$ cat src/rtl/fsm_transport_ctrl.sv
// rtl/fsm_transport_ctrl.sv - button debounce, play/pause short/long press and track navigation controller
module fsm_transport_ctrl #(
  parameter int DEBOUNCE_CYCLES   = 4,
  parameter int LONG_PRESS_CYCLES = 40,
  parameter int NUM_TRACKS        = 8,
  parameter int TRACK_W           = 3,
  parameter int LOOP              = 0
) (
  input  logic               i_clk,
  input  logic               i_reset,
  input  logic               i_btn_play,
  input  logic               i_btn_next,
  input  logic               i_btn_prev,
  input  logic               i_track_end,
  output logic               o_saida,
  output logic [1:0]         o_state,
  output logic [TRACK_W-1:0] o_track,
  output logic               o_track_change
);

  typedef enum logic [1:0] {
    ST_STOP  = 2'b00,
    ST_PLAY  = 2'b01,
    ST_PAUSE = 2'b10
  } state_t;

  localparam int CW = $clog2(DEBOUNCE_CYCLES + 1);
  localparam int HW = $clog2(LONG_PRESS_CYCLES + 1);
  localparam logic [CW-1:0]      CNT_LAST   = CW'(DEBOUNCE_CYCLES - 1);
  localparam logic [HW-1:0]      HOLD_MAX   = HW'(LONG_PRESS_CYCLES);
  localparam logic [HW-1:0]      HOLD_PRE   = HW'(LONG_PRESS_CYCLES - 1);
  localparam logic [TRACK_W-1:0] LAST_TRACK = TRACK_W'(NUM_TRACKS - 1);

  // bit 0 play, bit 1 next, bit 2 prev
  logic [2:0]         w_raw;
  logic [2:0]         r_btn_s;
  logic [2:0]         r_deb;
  logic [2:0]         r_deb_d;
  logic [CW-1:0]      r_cnt [3];
  logic [HW-1:0]      r_hold;
  logic               r_long;
  state_t             r_state;
  logic [TRACK_W-1:0] r_track;
  logic               r_track_change;
  logic               r_saida;

  logic               w_next_evt;
  logic               w_prev_evt;
  logic               w_short;
  logic               w_end_stop;
  state_t             w_state_nx;
  logic [TRACK_W-1:0] w_track_nx;

  assign w_raw = {i_btn_prev, i_btn_next, i_btn_play};

  always_ff @(posedge i_clk) begin
    if (!i_reset) begin
      r_btn_s <= '0;
      r_deb   <= '0;
      r_deb_d <= '0;
      for (int i = 0; i < 3; i++) r_cnt[i] <= '0;
      r_hold  <= '0;
      r_long  <= 1'b0;
    end else begin
      r_btn_s <= w_raw;
      r_deb_d <= r_deb;
      for (int i = 0; i < 3; i++) begin
        if (r_btn_s[i] == r_deb[i]) begin
          r_cnt[i] <= '0;
        end else if (r_cnt[i] == CNT_LAST) begin
          r_deb[i] <= r_btn_s[i];
          r_cnt[i] <= '0;
        end else begin
          r_cnt[i] <= r_cnt[i] + 1'b1;
        end
      end
      if (!r_deb[0]) r_hold <= '0;
      else if (r_hold != HOLD_MAX) r_hold <= r_hold + 1'b1;
      // saturation keeps this to a single pulse per hold
      r_long <= r_deb[0] && (r_hold == HOLD_PRE);
    end
  end

  assign w_next_evt = r_deb[1] & ~r_deb_d[1];
  assign w_prev_evt = r_deb[2] & ~r_deb_d[2];
  assign w_short    = ~r_deb[0] & r_deb_d[0] & (r_hold != HOLD_MAX);

  always_comb begin
    w_track_nx = r_track;
    w_state_nx = r_state;
    w_end_stop = 1'b0;
    if (w_next_evt && !w_prev_evt) begin
      w_track_nx = (r_track == LAST_TRACK) ? '0 : r_track + 1'b1;
    end else if (w_prev_evt && !w_next_evt) begin
      w_track_nx = (r_track == '0) ? LAST_TRACK : r_track - 1'b1;
    end else if (!w_next_evt && !w_prev_evt && i_track_end && r_state == ST_PLAY) begin
      if (r_track == LAST_TRACK) begin
        w_track_nx = '0;
        w_end_stop = (LOOP == 0);
      end else begin
        w_track_nx = r_track + 1'b1;
      end
    end
    if (r_long || w_end_stop) begin
      w_state_nx = ST_STOP;
    end else if (w_short) begin
      case (r_state)
        ST_STOP:  w_state_nx = ST_PLAY;
        ST_PLAY:  w_state_nx = ST_PAUSE;
        ST_PAUSE: w_state_nx = ST_PLAY;
        default:  w_state_nx = ST_STOP;
      endcase
    end
  end

  always_ff @(posedge i_clk) begin
    if (!i_reset) begin
      r_state        <= ST_STOP;
      r_track        <= '0;
      r_track_change <= 1'b0;
      r_saida        <= 1'b0;
    end else begin
      r_state        <= w_state_nx;
      r_track        <= w_track_nx;
      r_track_change <= (w_track_nx != r_track);
      r_saida        <= (w_state_nx == ST_PLAY);
    end
  end

  assign o_state        = r_state;
  assign o_track        = r_track;
  assign o_track_change = r_track_change;
  assign o_saida        = r_saida;

endmodule

$ cat config.mk
export PLATFORM = sky130hd
export DESIGN_NAME = fsm_transport_ctrl
export DESIGN_NICKNAME = d
export VERILOG_FILES = /design/src/rtl/fsm_transport_ctrl.sv
export SDC_FILE = /design/constraint.sdc
export NUM_CORES = 1
export LEC_CHECK = 0
export BUFFER_PORTS_ARGS = -buffer_cell sky130_fd_sc_hd__buf_2
export CAP_MARGIN = 10
export CORE_ASPECT_RATIO = 0.6
export CORE_MARGIN = 3
export CORE_UTILIZATION = 25
export DETAILED_ROUTE_END_ITERATION = 6
export GPL_ROUTABILITY_DRIVEN = 0
export GPL_TIMING_DRIVEN = 0
export HOLD_SLACK_MARGIN = 0.06
export SYNTH_ARGS = -nofsm -noshare
export SYNTH_HDL_FRONTEND = slang
export SYNTH_SLANG_ARGS = --single-unit
$ cat constraint.sdc
create_clock -name i_clk -period 4.2 [get_ports i_clk]
set_input_delay 0.84 -clock i_clk [delete_from_list [all_inputs] [get_ports i_clk]]
set_output_delay 0.84 -clock i_clk [all_outputs]
set_load 0.005 [all_outputs]
# --- Yosys cells after proc, flatten, opt, wreduce, memory -nomap -nowiden ---
# Memories as Yosys holds them, arrays and structs flattened.
# Cells that the tools add are included.
totals:
  register_bits: 23
  output_inout_bits: 7
  n_memories: 1
  ramBits: 9
classes:
  n_addsub: 6
  reduce_logical: 16
  n_mux: 55
  n_eq_ne: 13
  bitwise: 19
memory_table:
  columns: ["name", "words", "word_bits", "read_ports", "rd_ports_with_merged_regs", "wr", "line", "source"]
  rows:
  - ["r_cnt", 3, 3, 3, 0, 3, "39", "logic [CW-1:0] r_cnt [3];"]
ops:
  columns: ["op", "count"]
  rows:
  - ["2-to-1 mux 3 bit", 14]
  - ["2-to-1 mux 1 bit", 38]
  - ["adder 3 x 1 -> 3 bit (second input constant)", 4]
  - ["equality test 3 x 2 -> 1 bit (second input constant)", 3]
  - ["OR 1 bit", 9]
  - ["AND reduction 2 bit", 4]
  - ["adder 6 x 1 -> 6 bit (second input constant)", 1]
  - ["equality test 6 bit (second input constant)", 1]
  - ["logical AND 1 bit", 6]
  - ["!= test 6 bit (second input constant)", 1]
  - ["NOT 1 bit", 6]
  - ["bitwise AND 1 bit", 4]
  - ["equality test 2 x 1 -> 1 bit (second input constant)", 2]
  - ["2-to-1 mux 2 bit", 2]
  - ["case mux 2 bit (2 select lines)", 1]
  - ["equality test 1 bit", 3]
  - ["equality test 3 bit (second input constant)", 1]
  - ["zero test 3 bit", 1]
  - ["!= test 3 bit", 1]
  - ["subtractor 3 x 1 -> 3 bit (second input constant)", 1]
  - ["equality test 2 bit (second input constant)", 1]
  - ["zero test 1 bit", 2]
  - ["zero test 2 bit", 1]
  - ["OR reduction 2 bit", 1]
  - ["logical OR 1 bit", 1]

# --- Depth between registers and ports, before layout ---
depth:
  word_depth: 12
  ltp_mapped: 6

# --- Worst setup path after synthesis ---
# Ideal clock, no wire load.
synth_path:
  kind: "input-to-reg"
  startpoint: "input port i_track_end"
  endpoint: "register r_saida (netlist: o_saida)"
  path_stages: 3
  setup_time_ns: 0.137
  t_arrival_ns: 1.527
  slack_ns: 2.536
  cell_sequence: "nand3b_1 -> o311ai_0 -> nor2_1"
synth_between:
  elab_chain_cells: 8
synth_rtl:
  columns: ["element", "line", "source"]
  rows:
  - ["start: declaration", "14", "input logic i_track_end,"]
  - ["logical AND 1 bit (2 in series)", "96", "end else if (!w_next_evt && !w_prev_evt && i_track_end && r_state == ST_PLAY) begin"]
  - ["2-to-1 mux 1 bit", "96", null]
  - ["2-to-1 mux 1 bit", "94", "end else if (w_prev_evt && !w_next_evt) begin"]
  - ["2-to-1 mux 1 bit", "92", "if (w_next_evt && !w_prev_evt) begin"]
  - ["logical OR 1 bit", "104", "if (r_long || w_end_stop) begin"]
  - ["2-to-1 mux 2 bit", "104", null]
  - ["equality test 2 x 1 -> 1 bit", "126", "r_saida <= (w_state_nx == ST_PLAY);"]
  - ["end signal: assignment", "126", null]
  - ["end: declaration", "45", "logic r_saida;"]
# No other way between the ends.
# A chain may end at the register's enable or synchronous reset.

# --- Worst setup path after layout ---
layout_path:
  startpoint: "register r_track[0] (netlist: o_track[0])"
  endpoint: "register r_track_change (netlist: o_track_change)"
layout_between:
  elab_chain_cells: 6
layout_rtl:
  columns: ["element", "line", "source"]
  rows:
  - ["start: declaration", "43", "logic [TRACK_W-1:0] r_track;"]
  - ["start signal: assignment", "124", "r_track <= w_track_nx;"]
  - ["adder 3 x 1 -> 3 bit or equality test 3 bit (tied branches)", "93, 101, 97", null]
  - ["2-to-1 mux 3 bit", "93, 97", null]
  - ["2-to-1 mux 3 bit", "96", null]
  - ["2-to-1 mux 3 bit", "94", null]
  - ["2-to-1 mux 3 bit", "92", null]
  - ["!= test 3 bit (*)", "125", "r_track_change <= (w_track_nx != r_track);"]
  - ["end signal: assignment", "125", null]
  - ["end: declaration", "44", "logic r_track_change;"]
# Mark *: on every way between the ends. The rest lies on a longest branch, timed or not.

==> impl_results.md <==
* Critical Path RT at 4.35 ns
* Worst vdd ir at 0.1286 mV
* Tot Pwr at roughly 0.66 mW
* Initial core utilization at 0.2657
* Final #Nets at approximately 200
* Final min period at 1.784 ns
* CTS sink cnt at 32
* Share of layout cells above drive strength 1 at 0.1444
* CTS Hold Bufs at 0
* Yosys reg bits at 32
* Final setup TNS at 0 ns
* Post-route cell area at approximately 1800 µm²
* CTS Root Cell: clkbuf_8
* Avg Cell Area, Syn at 10.06 µm²
* PostCTS Resize Cnt at 0
* Area Growth Syn to Fin at 19.31%
* Critical-path cell list: inv_1 -> ha_1 -> or3_1 -> a211oi_1 -> or2_2 -> o221ai_1
* Post-synth EDFFs at 9
* Row count at 21
* Final Hold Fails at 0
* TritonCTS clock tree: yes
* Remaining DRCs at 0
* Slew Viols, Final at 0
* CP Launch Type: flop
* Width of the die at ~110 µm
* Crit path DAT at 1.94 ns
* Yosys cell types at 37
* DP HPWL at between 1500 and 2000 µm
* Die span in y at between 60 and 70 µm
* Total core area at 5754 µm²
* Via density at 4.035
* Clk_lat worst skew at 0.28 ns
* Die ar. at 7121 µm²
* GRT Util Overall at 0.07726
* Drt wl/cell at 9.704 µm
* Routed vias at 1,049
* Remaining Overflow, GRT at 0
* DRT antenna net count at 0
* Final wirelength at 2523 µm
* R2R setup slack at 2.42 ns
* Setup Skew at 0.009411 ns
* Vias in the first global route at 920
* Headroom to the max-slew limit at 0.5272
* Diode count at 0
* Layout Cells excl Fill at 260
* CP endpoint kind: flop
* Max-Cap Viols at 0
* Initial antenna violation count at 0
* FFs w/ async S/R, synth at 0
* H-tree depth at 2
* Pin count of the biggest net entering global routing at 12
* # IOs at 13
* CTS max path bufs at 2
* First-pass GRT wire length at 4271 µm
* Core Util, Final at 0.3170
* Min-delay worst type: flop to flop
* Post-Place Cells at 252
* CP max stage cell: dfxtp_1
* IO Port Bufs at 12
* Initial DRC Count at 38
* Reg clk slew, reported paths at 0.07 ns
* Worst Max-Slew Pin Slew at 0.7004 ns
* Crit path kind: flop to flop
* Max frequency at between 500 and 600 MHz
* Synth Cell Area at 1529 µm²
* Post-synthesis sequential area ratio at 0.4779
* Mapped Cells at about 150
* Status: complete, no violations
* Placed instance area at 1719 µm²
* Power per Cell Area at approximately 360 nW/µm²
* Total leakage power at 0.7237 nW
* Slowest stage delay, CP at 0.44 ns
* Period utilization at 0.4247
* Yosys warning count at 0
* Post-CTS setup buffer count at 0
* RSZ-0062 raised after global routing: false
* Crit-path max FO at 6
* Final setup fails at 0
* Ys flop type: dfxtp_1
* CTS buffer count at 5
* First drt pass iteration count at 4
* Fill count at between 600 and 700
critical path, delay by kind of cell, from the launching register on:
| kind | cells | cell delay, ns |
|---|---|---|
| fa+ha+maj | 1 | 0.21 |
| simple gates | 2 | 0.55 |
| buf+inv | 1 | 0.11 |
| compound gates | 2 | 0.35 |
| flops | 1 | 0.44 |
kinds of logic after synthesis:
kind of cell	synth area share
AO/OA/AOI/OAI	0.08347
flip-flops	0.4779
adder cells (fa/ha/maj)	0.09820
XOR/XNOR	0.05729
multiplexers	0.04092
other	0.002453
buffers and inverters	0.04419
AND/OR/NAND/NOR	0.1956
cells in the mapped netlist (all sizes together) (4+ instances only):
cell,number,area [µm²]
dfxtp,23,460.4
nor2,20,75.07
inv,15,56.30
ha,12,150.1
edfxtp,9,270.3
nand2,9,36.29
xnor2,7,61.31
and2,6,37.54
a21oi,4,20.02
mux2i,4,40.04
nand3,4,20.02
nor3,4,25.02
or3,4,25.02
state kept, by name (all words and copies together), names as in the netlist:
| register | cells |
|---|---|
| r_deb | 3 |
| o_track | 3 |
| r_cnt | 9 |
| r_hold | 6 |
| o_track_change | 1 |
| r_deb_d | 3 |
| o_state | 2 |
| r_btn_s | 3 |
| r_long | 1 |
| o_saida | 1 |
report_power, final:
group / internal (mW) / leakage [nW] / total (mW) / switching (mW)
Sequential: 0.329 / 0.279 / 0.340 / 0.0108
Clock: 0.152 / 0.0566 / 0.264 / 0.112
Combinational: 0.0267 / 0.388 / 0.0580 / 0.0313
Total: 0.507 / 0.724 / 0.661 / 0.154
through the flow:
step	hold WS, ns	setup WS, ns
after floorplan	0.4854	2.536
after global placement	0.5036	2.141
after detailed placement	0.5160	2.122
after CTS	0.5202	2.432
after global routing	0.5419	2.314
final	0.5232	2.416
final cells by class:
type | instances | area, µm² | area share
well taps | 80 | 100.1 | 0.05487
plain buffers | 2 | 11.26 | 0.006173
inverters | 15 | 56.30 | 0.03086
clock buffers | 6 | 93.84 | 0.05144
flip-flops and latches | 32 | 730.7 | 0.4005
multi-input cells | 111 | 760.7 | 0.4170
clock inverters | 2 | 11.26 | 0.006173
repair buffers | 12 | 60.06 | 0.03292
worst paths after layout:
path / from / cells past startpoint / end
setup / recovery: o_track[0]$_SDFF_PN0_ / 6 / o_track_change$_SDFF_PN0_
hold / removal: r_hold[5]$_SDFFE_PN0N_ / 2 / r_long$_SDFF_PN0_
setup reg to reg: o_track[0]$_SDFF_PN0_ / 6 / o_track_change$_SDFF_PN0_
hold reg to reg: r_hold[5]$_SDFFE_PN0N_ / 2 / r_long$_SDFF_PN0_
layer usage:
layer	vias to the layer above	track usage	wire length, µm
met5	-	0	0
met4	0	0.02871	25
met3	2	0.03485	144
met2	23	0.09718	934
met1	461	0.1117	1418
li1	563	-	-
cell usage in the layout (no fill, tap or decap), drive strengths merged, types with 6 or more instances in the layout:
master and count:
ha 12, xnor2 7, and2 6, edfxtp 9, nor2 20, buf 13
nand2 9, dfxtp 23, inv 16, conb 9, clkbuf 7
(Power assumes the default switching activity.)
